<file path="src/rtl/reaction_ctrl_if.sv">
// Button, LFSR and display-side signals of the reaction-timer sequencer.
// Pure wiring; no latency of its own.
// No backpressure: buttons are levels, results are pulses/held values.
interface reaction_ctrl_if #(
  parameter int N = 12
);
  logic         start;
  logic         react;
  logic [N-1:0] random;
  logic         led;
  logic         busy;
  logic [13:0]  rt_ms;
  logic         rt_valid;
  logic [13:0]  best_ms;
  logic         false_start;
  logic         timeout;

  // Drives buttons and LFSR value, observes the game outputs.
  modport master (
    output start, react, random,
    input  led, busy, rt_ms, rt_valid, best_ms, false_start, timeout
  );

  // The sequencer itself.
  modport slave (
    input  start, react, random,
    output led, busy, rt_ms, rt_valid, best_ms, false_start, timeout
  );
endinterface

</file>
<file path="src/rtl/reaction_ctrl.sv">
// Reaction-timer sequencer: random foreperiod, stimulus LED, reaction measurement, best time.
// Button edge to state change is one cycle; all outputs come straight from registers/state.
// No backpressure: button edges are acted on the cycle they are seen or ignored by state.
module reaction_ctrl #(
  parameter int N         = 12,
  parameter int TICK_DIV  = 50000,
  parameter int MIN_DELAY = 1000,
  parameter int MAX_RT    = 9999
) (
  input  logic          clk,
  input  logic          reset,
  reaction_ctrl_if.slave bus
);

  // Tick prescaler must reach TICK_DIV-1, which can exceed the 14-bit game counters.
  localparam int TW = (TICK_DIV > 2) ? $clog2(TICK_DIV) : 1;

  localparam logic [TW-1:0] TICK_LAST = TW'(TICK_DIV - 1);
  localparam logic [13:0]   MIN_D     = 14'(MIN_DELAY);
  localparam logic [13:0]   RT_MAX    = 14'(MAX_RT);
  localparam logic [13:0]   RT_LAST   = 14'(MAX_RT - 1);
  localparam logic [13:0]   BEST_INIT = 14'h3FFF;

  typedef enum logic [2:0] {
    S_IDLE,
    S_WAIT,
    S_GO,
    S_DONE,
    S_FAULT,
    S_TOUT
  } state_t;

  state_t          state_q, state_d;
  logic            start_q, react_q;
  logic [TW-1:0]   tick_cnt_q, tick_cnt_d;
  logic [13:0]     delay_cnt_q, delay_cnt_d;
  logic [13:0]     rt_cnt_q, rt_cnt_d;
  logic [13:0]     rt_ms_q, rt_ms_d;
  logic            rt_valid_q, rt_valid_d;
  logic [13:0]     best_ms_q, best_ms_d;

  logic start_e, react_e, tick;

  // Button levels reset high so a button held through reset never looks like a press.
  assign start_e = bus.start & ~start_q;
  assign react_e = bus.react & ~react_q;
  assign tick    = (tick_cnt_q == TICK_LAST);

  // State and datapath registers with synchronous active-low reset.
  always_ff @(posedge clk) begin
    if (!reset) begin
      state_q     <= S_IDLE;
      start_q     <= 1'b1;
      react_q     <= 1'b1;
      tick_cnt_q  <= '0;
      delay_cnt_q <= '0;
      rt_cnt_q    <= '0;
      rt_ms_q     <= '0;
      rt_valid_q  <= 1'b0;
      best_ms_q   <= BEST_INIT;
    end else begin
      state_q     <= state_d;
      start_q     <= bus.start;
      react_q     <= bus.react;
      tick_cnt_q  <= tick_cnt_d;
      delay_cnt_q <= delay_cnt_d;
      rt_cnt_q    <= rt_cnt_d;
      rt_ms_q     <= rt_ms_d;
      rt_valid_q  <= rt_valid_d;
      best_ms_q   <= best_ms_d;
    end
  end

  // Next-state: foreperiod countdown, reaction count, result capture; react beats expiring ticks.
  always_comb begin
    state_d     = state_q;
    tick_cnt_d  = tick_cnt_q;
    delay_cnt_d = delay_cnt_q;
    rt_cnt_d    = rt_cnt_q;
    rt_ms_d     = rt_ms_q;
    rt_valid_d  = 1'b0;
    best_ms_d   = best_ms_q;

    case (state_q)
      S_WAIT: begin
        tick_cnt_d = tick ? '0 : tick_cnt_q + TW'(1);
        if (tick) begin
          delay_cnt_d = delay_cnt_q - 14'd1;
        end
        if (react_e) begin
          state_d = S_FAULT;
        end else if (tick && delay_cnt_q == 14'd1) begin
          state_d    = S_GO;
          tick_cnt_d = '0;
          rt_cnt_d   = '0;
        end
      end

      S_GO: begin
        tick_cnt_d = tick ? '0 : tick_cnt_q + TW'(1);
        if (tick) begin
          rt_cnt_d = rt_cnt_q + 14'd1;
        end
        if (react_e) begin
          // Report completed milliseconds, ignoring any tick landing in this cycle.
          state_d    = S_DONE;
          rt_ms_d    = rt_cnt_q;
          rt_valid_d = 1'b1;
          if (rt_cnt_q < best_ms_q) begin
            best_ms_d = rt_cnt_q;
          end
        end else if (tick && rt_cnt_q == RT_LAST) begin
          state_d = S_TOUT;
          rt_ms_d = RT_MAX;
        end
      end

      default: begin
        // IDLE, DONE, FAULT, TOUT: only a start press does anything.
        if (start_e) begin
          state_d     = S_WAIT;
          delay_cnt_d = MIN_D + 14'(bus.random);
          tick_cnt_d  = '0;
        end
      end
    endcase
  end

  assign bus.led         = (state_q == S_GO);
  assign bus.busy        = (state_q == S_WAIT) || (state_q == S_GO);
  assign bus.false_start = (state_q == S_FAULT);
  assign bus.timeout     = (state_q == S_TOUT);
  assign bus.rt_ms       = rt_ms_q;
  assign bus.rt_valid    = rt_valid_q;
  assign bus.best_ms     = best_ms_q;

endmodule

</file>
<file path="src/flat_wrapper.sv">
// flat-port wrapper written by rule: the top's interface ports become plain ports
module reaction_ctrl_flat 
#(
  parameter int N         = 12,
  parameter int TICK_DIV  = 50000,
  parameter int MIN_DELAY = 1000,
  parameter int MAX_RT    = 9999
)
  (clk, reset, bus_start, bus_react, bus_random, bus_led, bus_busy, bus_rt_ms, bus_rt_valid, bus_best_ms, bus_false_start, bus_timeout);
  reaction_ctrl_if #(.N(N)) bus_i ();
  input  logic clk;
  input  logic reset;
  input wire logic [$bits(bus_i.start)-1:0] bus_start;
  input wire logic [$bits(bus_i.react)-1:0] bus_react;
  input wire logic [$bits(bus_i.random)-1:0] bus_random;
  output wire logic [$bits(bus_i.led)-1:0] bus_led;
  output wire logic [$bits(bus_i.busy)-1:0] bus_busy;
  output wire logic [$bits(bus_i.rt_ms)-1:0] bus_rt_ms;
  output wire logic [$bits(bus_i.rt_valid)-1:0] bus_rt_valid;
  output wire logic [$bits(bus_i.best_ms)-1:0] bus_best_ms;
  output wire logic [$bits(bus_i.false_start)-1:0] bus_false_start;
  output wire logic [$bits(bus_i.timeout)-1:0] bus_timeout;
  assign bus_i.start = bus_start;
  assign bus_i.react = bus_react;
  assign bus_i.random = bus_random;
  assign bus_led = bus_i.led;
  assign bus_busy = bus_i.busy;
  assign bus_rt_ms = bus_i.rt_ms;
  assign bus_rt_valid = bus_i.rt_valid;
  assign bus_best_ms = bus_i.best_ms;
  assign bus_false_start = bus_i.false_start;
  assign bus_timeout = bus_i.timeout;
  reaction_ctrl #(.N(N), .TICK_DIV(TICK_DIV), .MIN_DELAY(MIN_DELAY), .MAX_RT(MAX_RT)) u_core (.clk(clk), .reset(reset), .bus(bus_i));
endmodule
</file>
<file path="config.mk">
export PLATFORM = sky130hd
export DESIGN_NAME = reaction_ctrl_flat
export DESIGN_NICKNAME = d
export VERILOG_FILES = /design/src/rtl/reaction_ctrl_if.sv /design/src/rtl/reaction_ctrl.sv /design/src/flat_wrapper.sv
export SDC_FILE = /design/constraint.sdc
export NUM_CORES = 1
export LEC_CHECK = 0
export ABC_CLOCK_PERIOD_IN_PS = 4300
export BUFFER_PORTS_ARGS = -buffer_cell sky130_fd_sc_hd__buf_2
export CAP_MARGIN = 20
export CORE_MARGIN = 1.5
export CORE_UTILIZATION = 35
export DETAILED_ROUTE_END_ITERATION = 16
export PLACE_DENSITY = 0.53
export SYNTH_ARGS = -nofsm -noshare
export SYNTH_HDL_FRONTEND = slang
export SYNTH_SLANG_ARGS = --single-unit
</file>
<file path="constraint.sdc">
create_clock -name clk -period 4.3 [get_ports clk]
set_clock_uncertainty 0.05 [all_clocks]
set_input_delay 0.215 -clock clk [delete_from_list [all_inputs] [get_ports clk]]
set_output_delay 0.215 -clock clk [all_outputs]
set_load 0.02 [all_outputs]
</file>
==> Word-level counts from Yosys, hierarchy flattened <==
Index checks and enable logic that the tools add are counted.
{ "word_totals": {"reg_bits": 78, "inputBits": 16, "output_inout_bits": 33, "wordCells": 66} }
{ "op_classes": {"n_addsub": 4, "order_cmp": 1, "eq_ne": 13, "muxes": 21, "n_bitwise": 5, "n_reduce_logical": 13} }
{ "op_table": {"columns": ["op", "count"], "rows": [
  ["$mux 14", 7],
  ["$mux 16", 4],
  ["$pmux 14 s2", 2],
  ["$pmux 16 s2", 1],
  ["$add 16x1->16 const B", 1],
  ["$eq 16x16->1 const B", 1],
  ["$mux 3", 5],
  ["$add 14x1->14 const B", 1],
  ["$eq 14x1->1 const B", 1],
  ["$eq 14x14->1 const B", 1],
  ["$lt 14x14->1", 1],
  ["$sub 14x1->14 const B", 1],
  ["$add 10x12->13 const A", 1],
  ["$reduce_and 3->1", 3],
  ["$eq 3x3->1 const B", 2],
  ["$ne 2x1->1 const B", 3],
  ["$ne 3x1->1 const B", 2],
  ["$pmux 3 s2", 1],
  ["$reduce_bool 2->1", 3],
  ["$reduce_and 2->1", 2],
  ["$reduce_and 4->1", 1],
  ["$eq 3x1->1 const B", 1],
  ["$eq 3x2->1 const B", 1],
  ["$not 1->1", 3],
  ["other kinds (6)", 8]
]} }

==> Depth between registers and ports, before layout <==
{ "logic_depth": {"word_depth": 5, "mapped_depth": 9, "ltp_nobuf": 7} }

==> Least setup slack after synthesis <==
Ideal clock, no wire load.
{ "synth_path": {"path_kind": "flip-flop to flip-flop", "start": "register u_core.state_q[1]", "end": "register u_core.rt_cnt_q[11]", "setup_ps": 72, "arrival_ps": 2178, "t_required_ps": 4178, "slack_ps": 2000, "stages_incl_launch_ff": 10, "path_buffers": 2, "period_less_slack_ps": 2300, "cell_sequence": "dfxtp_1 > or3b_1 > buf_2 > inv_2 > nor2_1 > inv_1 > o2111ai_1 > buf_4 > nor4_2 > mux2i_1"} }
{ "synth_via": {"elab_chain_len": 3, "elab_cells_between_ends": 8, "classes_between": "eq/ne (5); mux (1); reduce/logical (2)"} }
{ "synth_rtl": {"columns": ["element", "line_no", "source"], "rows": [
  ["start, declared", "reaction_ctrl.sv:33", "state_t state_q, state_d;"],
  ["start signal, assigned", "reaction_ctrl.sv:62", "state_q <= state_d;"],
  ["$eq 3x2->1 *", null, null],
  ["via bus_led", "flat_wrapper.sv:16", "output wire logic [$bits(bus_i.led)-1:0] bus_led;"],
  ["$ne 2x1->1 (no source line) / $reduce_bool 2->1 (equally long branches)", null, null],
  ["$reduce_and 4->1 (no source line)", null, null],
  ["end signal, assigned", "reaction_ctrl.sv:67", "rt_cnt_q <= rt_cnt_d;"],
  ["end, declared", "reaction_ctrl.sv:37", "logic [13:0] rt_cnt_q, rt_cnt_d;"]
]} }
Mark *: on every way through the listed nets, which the timed path passes. The rest lies on a longest branch.
A chain may end at the register's enable or synchronous reset.

==> Final worst setup path <==
{ "layout_path": {"start": "register u_core.tick_cnt_q[11]", "end": "register u_core.rt_cnt_q[3]"} }
{ "layout_via": {"elab_chain_len": 4, "elab_cells_between_ends": 5, "classes_between": "eq/ne (3); reduce/logical (2)"} }
{ "layout_rtl": {"columns": ["element", "line_no", "source"], "rows": [
  ["start, declared", "reaction_ctrl.sv:35", "logic [TW-1:0] tick_cnt_q, tick_cnt_d;"],
  ["start signal, assigned", "reaction_ctrl.sv:65", "tick_cnt_q <= tick_cnt_d;"],
  ["$eq 16x16->1 *", "reaction_ctrl.sv:47", "assign tick = (tick_cnt_q == TICK_LAST);"],
  ["$logic_and 1x1->1", "reaction_ctrl.sv:92", "end else if (tick && delay_cnt_q == 14'd1) begin"],
  ["$ne 2x1->1 (no source line)", null, null],
  ["$reduce_and 4->1 (no source line) *", null, null]
]} }
Every way passes the cells marked *; elsewhere a longest branch is shown, timed or not.

==> metrics <==
total iterations of the first detailed-routing run=4; initial antenna violation count=0; chip height=113.2 um; maximum vdd drop=0.2155 mV; Max Cap Violations=0; Worst Hold End=u_core.start_q$_SDFF_PN1_; Sum Neg Setup Slack=0 ns; Worst EP arrival=3.03 ns; Crit. End Element=register; first-pass GRT wire length=18040 um; Hold Path Stages=2; via count=3861; worst setup path startpoint=u_core.tick_cnt_q[11]$_SDFFE_PN0P_; CP startpoint kind=register; Seq/Total Area, Yosys=0.3674; Tcrit/Tclk final=0.6663; clock buffer depth=2; TritonCTS clock tree=yes; Mapped Area=4250 um^2; H-tree depth=3; post-route ant nets=0; worst slew margin relative to its limit=0.3016; crit-path max FO=24; Inserted Clock Buffers=9; Synth area leader=dfxtp_1; top post-synthesis cells by area=dfxtp_1 37%, ha_1 5.6%, nor2_1 4.9%, mux2i_1 4.2%, nand2_1 4.2%; Synth cell types=61; vias in the first global route=3654; unrepaired setup endpoints after global routing=no; Fin. Hold Viols=0; syn avg cell area=8.367 um^2; postcts setup bufs=0; post-route setup slack=1.435 ns; Worst-path clk slew=0.06 ns; largest net degree at the start of global routing=45; placed cells=677; Yosys reg bits=78; Syn Nets=543; post_cts resized=0; Detailed Route Iter0 Violations=217; Hold-fix buffers, CTS=0; EDFF count, synth=0; Hold Slack=0.03677 ns; Die W=113.2 um; port bufs=48; total power=2.069 mW; yosys warns=0; DRC viols=0; Skew-Pair Late Insertion Delay=0.35 ns; Synth top area share=0.3674; NumNets Final=576; RR Endpoint=u_core.rt_cnt_q[3]$_SDFFE_PN0P_; Worst Reg-to-Reg Cells=6; Area Overhead vs Synth=15.25%; HP Start=bus_start; Main synth FF type=dfxtp_1; Max Transition Viols Final=0; Setup WS pre-CTS=1.425 ns; Worst Hold Class=in2reg; CP Class=reg2reg; DIE AREA=12810 um^2; post-layout min period=2.865 ns; Achievable Freq=0.3491 GHz; Placer Congestion=0.7674; r2r startpoint=u_core.tick_cnt_q[11]$_SDFFE_PN0P_; non-filler instance count after layout=693; Mapped Cells=508; Via density=5.571; I/O pin cnt=49; Root Buffer=clkbuf_16; DP HPWL=7544 um; status=finished, final reports clean; core area=11910 um^2; fraction of registers with async set/reset=0; PwrDens=422.5 nW/um^2; row count=40; setup violators final=0; n_diodes=0; per-cell routed wire length=15.51 um; Detailed Route WL=10750 um; CP required=4.47 ns; grt total ovfl=0; CTS sink cnt=78; R2R setup slack=1.44 ns; Overall Global Routing Usage=0.1755; initial core utilization=0.3568; layout cells sized above 1=0.1612; leakage power=2.083 nW; Worst Max-Slew Pin Slew=1.048 ns
==> worst max path at each step <==
stage                     cells past startpoint                               end  slack (ns)
final                                         6   u_core.rt_cnt_q[3]$_SDFFE_PN0P_        1.44
after detailed placement                      6   u_core.rt_cnt_q[3]$_SDFFE_PN0P_        1.42
after CTS                                     6   u_core.rt_cnt_q[3]$_SDFFE_PN0P_        1.41
after global routing                          6   u_core.rt_cnt_q[3]$_SDFFE_PN0P_        1.10
after global placement                        6   u_core.rt_cnt_q[8]$_SDFFE_PN0P_        1.45
after floorplan                               9  u_core.rt_cnt_q[11]$_SDFFE_PN0P_        2.00
==> synthesized netlist by cell type (2+ instances only) <==
cell	instances
inv_1	24
buf_2	6
o211ai_1	4
nand3b_1	3
nor2_2	2
dfxtp_1	78
o22ai_1	2
a21o_1	4
nand2_1	48
or3_1	2
xor2_1	12
and4_1	3
o221a_2	10
xnor2_1	9
nor4b_1	2
a21oi_1	24
or4bb_1	2
nor4_1	2
nand3_1	29
nand2b_1	6
mux2i_1	18
a211o_1	4
buf_1	2
clkbuf_1	20
o32ai_1	3
buf_4	2
o2111ai_1	9
nand4_1	11
a31oi_1	6
o311ai_0	2
nor2_1	56
or4_1	5
o31ai_1	8
nor4_2	5
ha_1	19
o21ai_0	18
nor3_1	11
and3_1	7
nor3b_1	3
a211oi_1	5
a32oi_1	2
==> critical path: stages, from the launching register on <==
cell and delay, ns:
dfxtp_1 0.34, or4_1 0.57, nor4_2 0.28, buf_4 0.21
nand4_1 0.76, o2111ai_1 0.40, o31ai_1 0.12
==> cells by family (layout without fill, tap and decap cells) <==
| logic type | after synthesis | count (layout) | share of synthesized area |
|---|---|---|---|
| compound gates | 111 | 111 | 0.1855 |
| xor+xnor | 21 | 21 | 0.04327 |
| fa+ha+maj | 19 | 19 | 0.05593 |
| buf+inv | 56 | 94 | 0.05299 |
| flops | 78 | 78 | 0.3674 |
| mux | 18 | 18 | 0.04239 |
| simple gates | 205 | 205 | 0.2526 |
==> flip-flops by register name, summed over array words and instances, names as in the netlist <==
| signal | flops |
|---|---|
| u_core.delay_cnt_q | 14 |
| u_core.bus.rt_valid | 1 |
| u_core.bus.best_ms | 14 |
| u_core.state_q | 3 |
| u_core.rt_cnt_q | 14 |
| u_core.react_q | 1 |
| u_core.start_q | 1 |
| u_core.bus.rt_ms | 14 |
| u_core.tick_cnt_q | 16 |
==> routing by layer <==
metal	routed length (um)	track usage	vias to the layer above
met5	0	0	-
met3	345	0.03910	15
li1	-	-	1923
met1	5193	0.2300	1851
met4	186	0.07667	0
met2	5026	0.2776	72
==> power breakdown <==
part	internal, mW	total, mW	switching (mW)
logic	0.153	0.454	0.301
registers	0.763	0.799	0.0366
clock network	0.522	0.816	0.294
total	1.44	2.07	0.632
==> cell usage in the layout, fill, tap and decap left out, drive strengths merged, types with 5 or more instances in the layout <==
| master | n |
|---|---|
| xnor2 | 9 |
| buf | 52 |
| inv | 25 |
| xor2 | 12 |
| ha | 19 |
| clkbuf | 12 |
| o31ai | 8 |
| o21ai | 19 |
| a211oi | 5 |
| o221a | 10 |
| nor3 | 11 |
| a31oi | 6 |
| nor2 | 58 |
| mux2i | 18 |
| o2111ai | 9 |
| dfxtp | 78 |
| nand2b | 6 |
| nand2 | 48 |
| nand4 | 11 |
| and3 | 7 |
| or4 | 5 |
| nand3 | 29 |
| a21oi | 24 |
| nor4 | 8 |
==> cell type report <==
cell class	count	area, um^2
clock buffer	12	246.5
clock inverter	4	70.07
fill	1250	7013
inverter	26	97.59
multi-input combinational	374	2469
sequential	78	1562
tap	147	183.9
timing repair buffer	52	270.3
==> metrics by stage <==
step | utilization | instance area (um^2)
after global placement | 0.3847 | 4582
after floorplan | - | 4250
final | 0.4112 | 4898
after CTS | 0.4112 | 4898
after detailed placement | 0.3847 | 4582
after global routing | 0.4112 | 4898
Note: power is estimated with default switching activity, not from simulation.
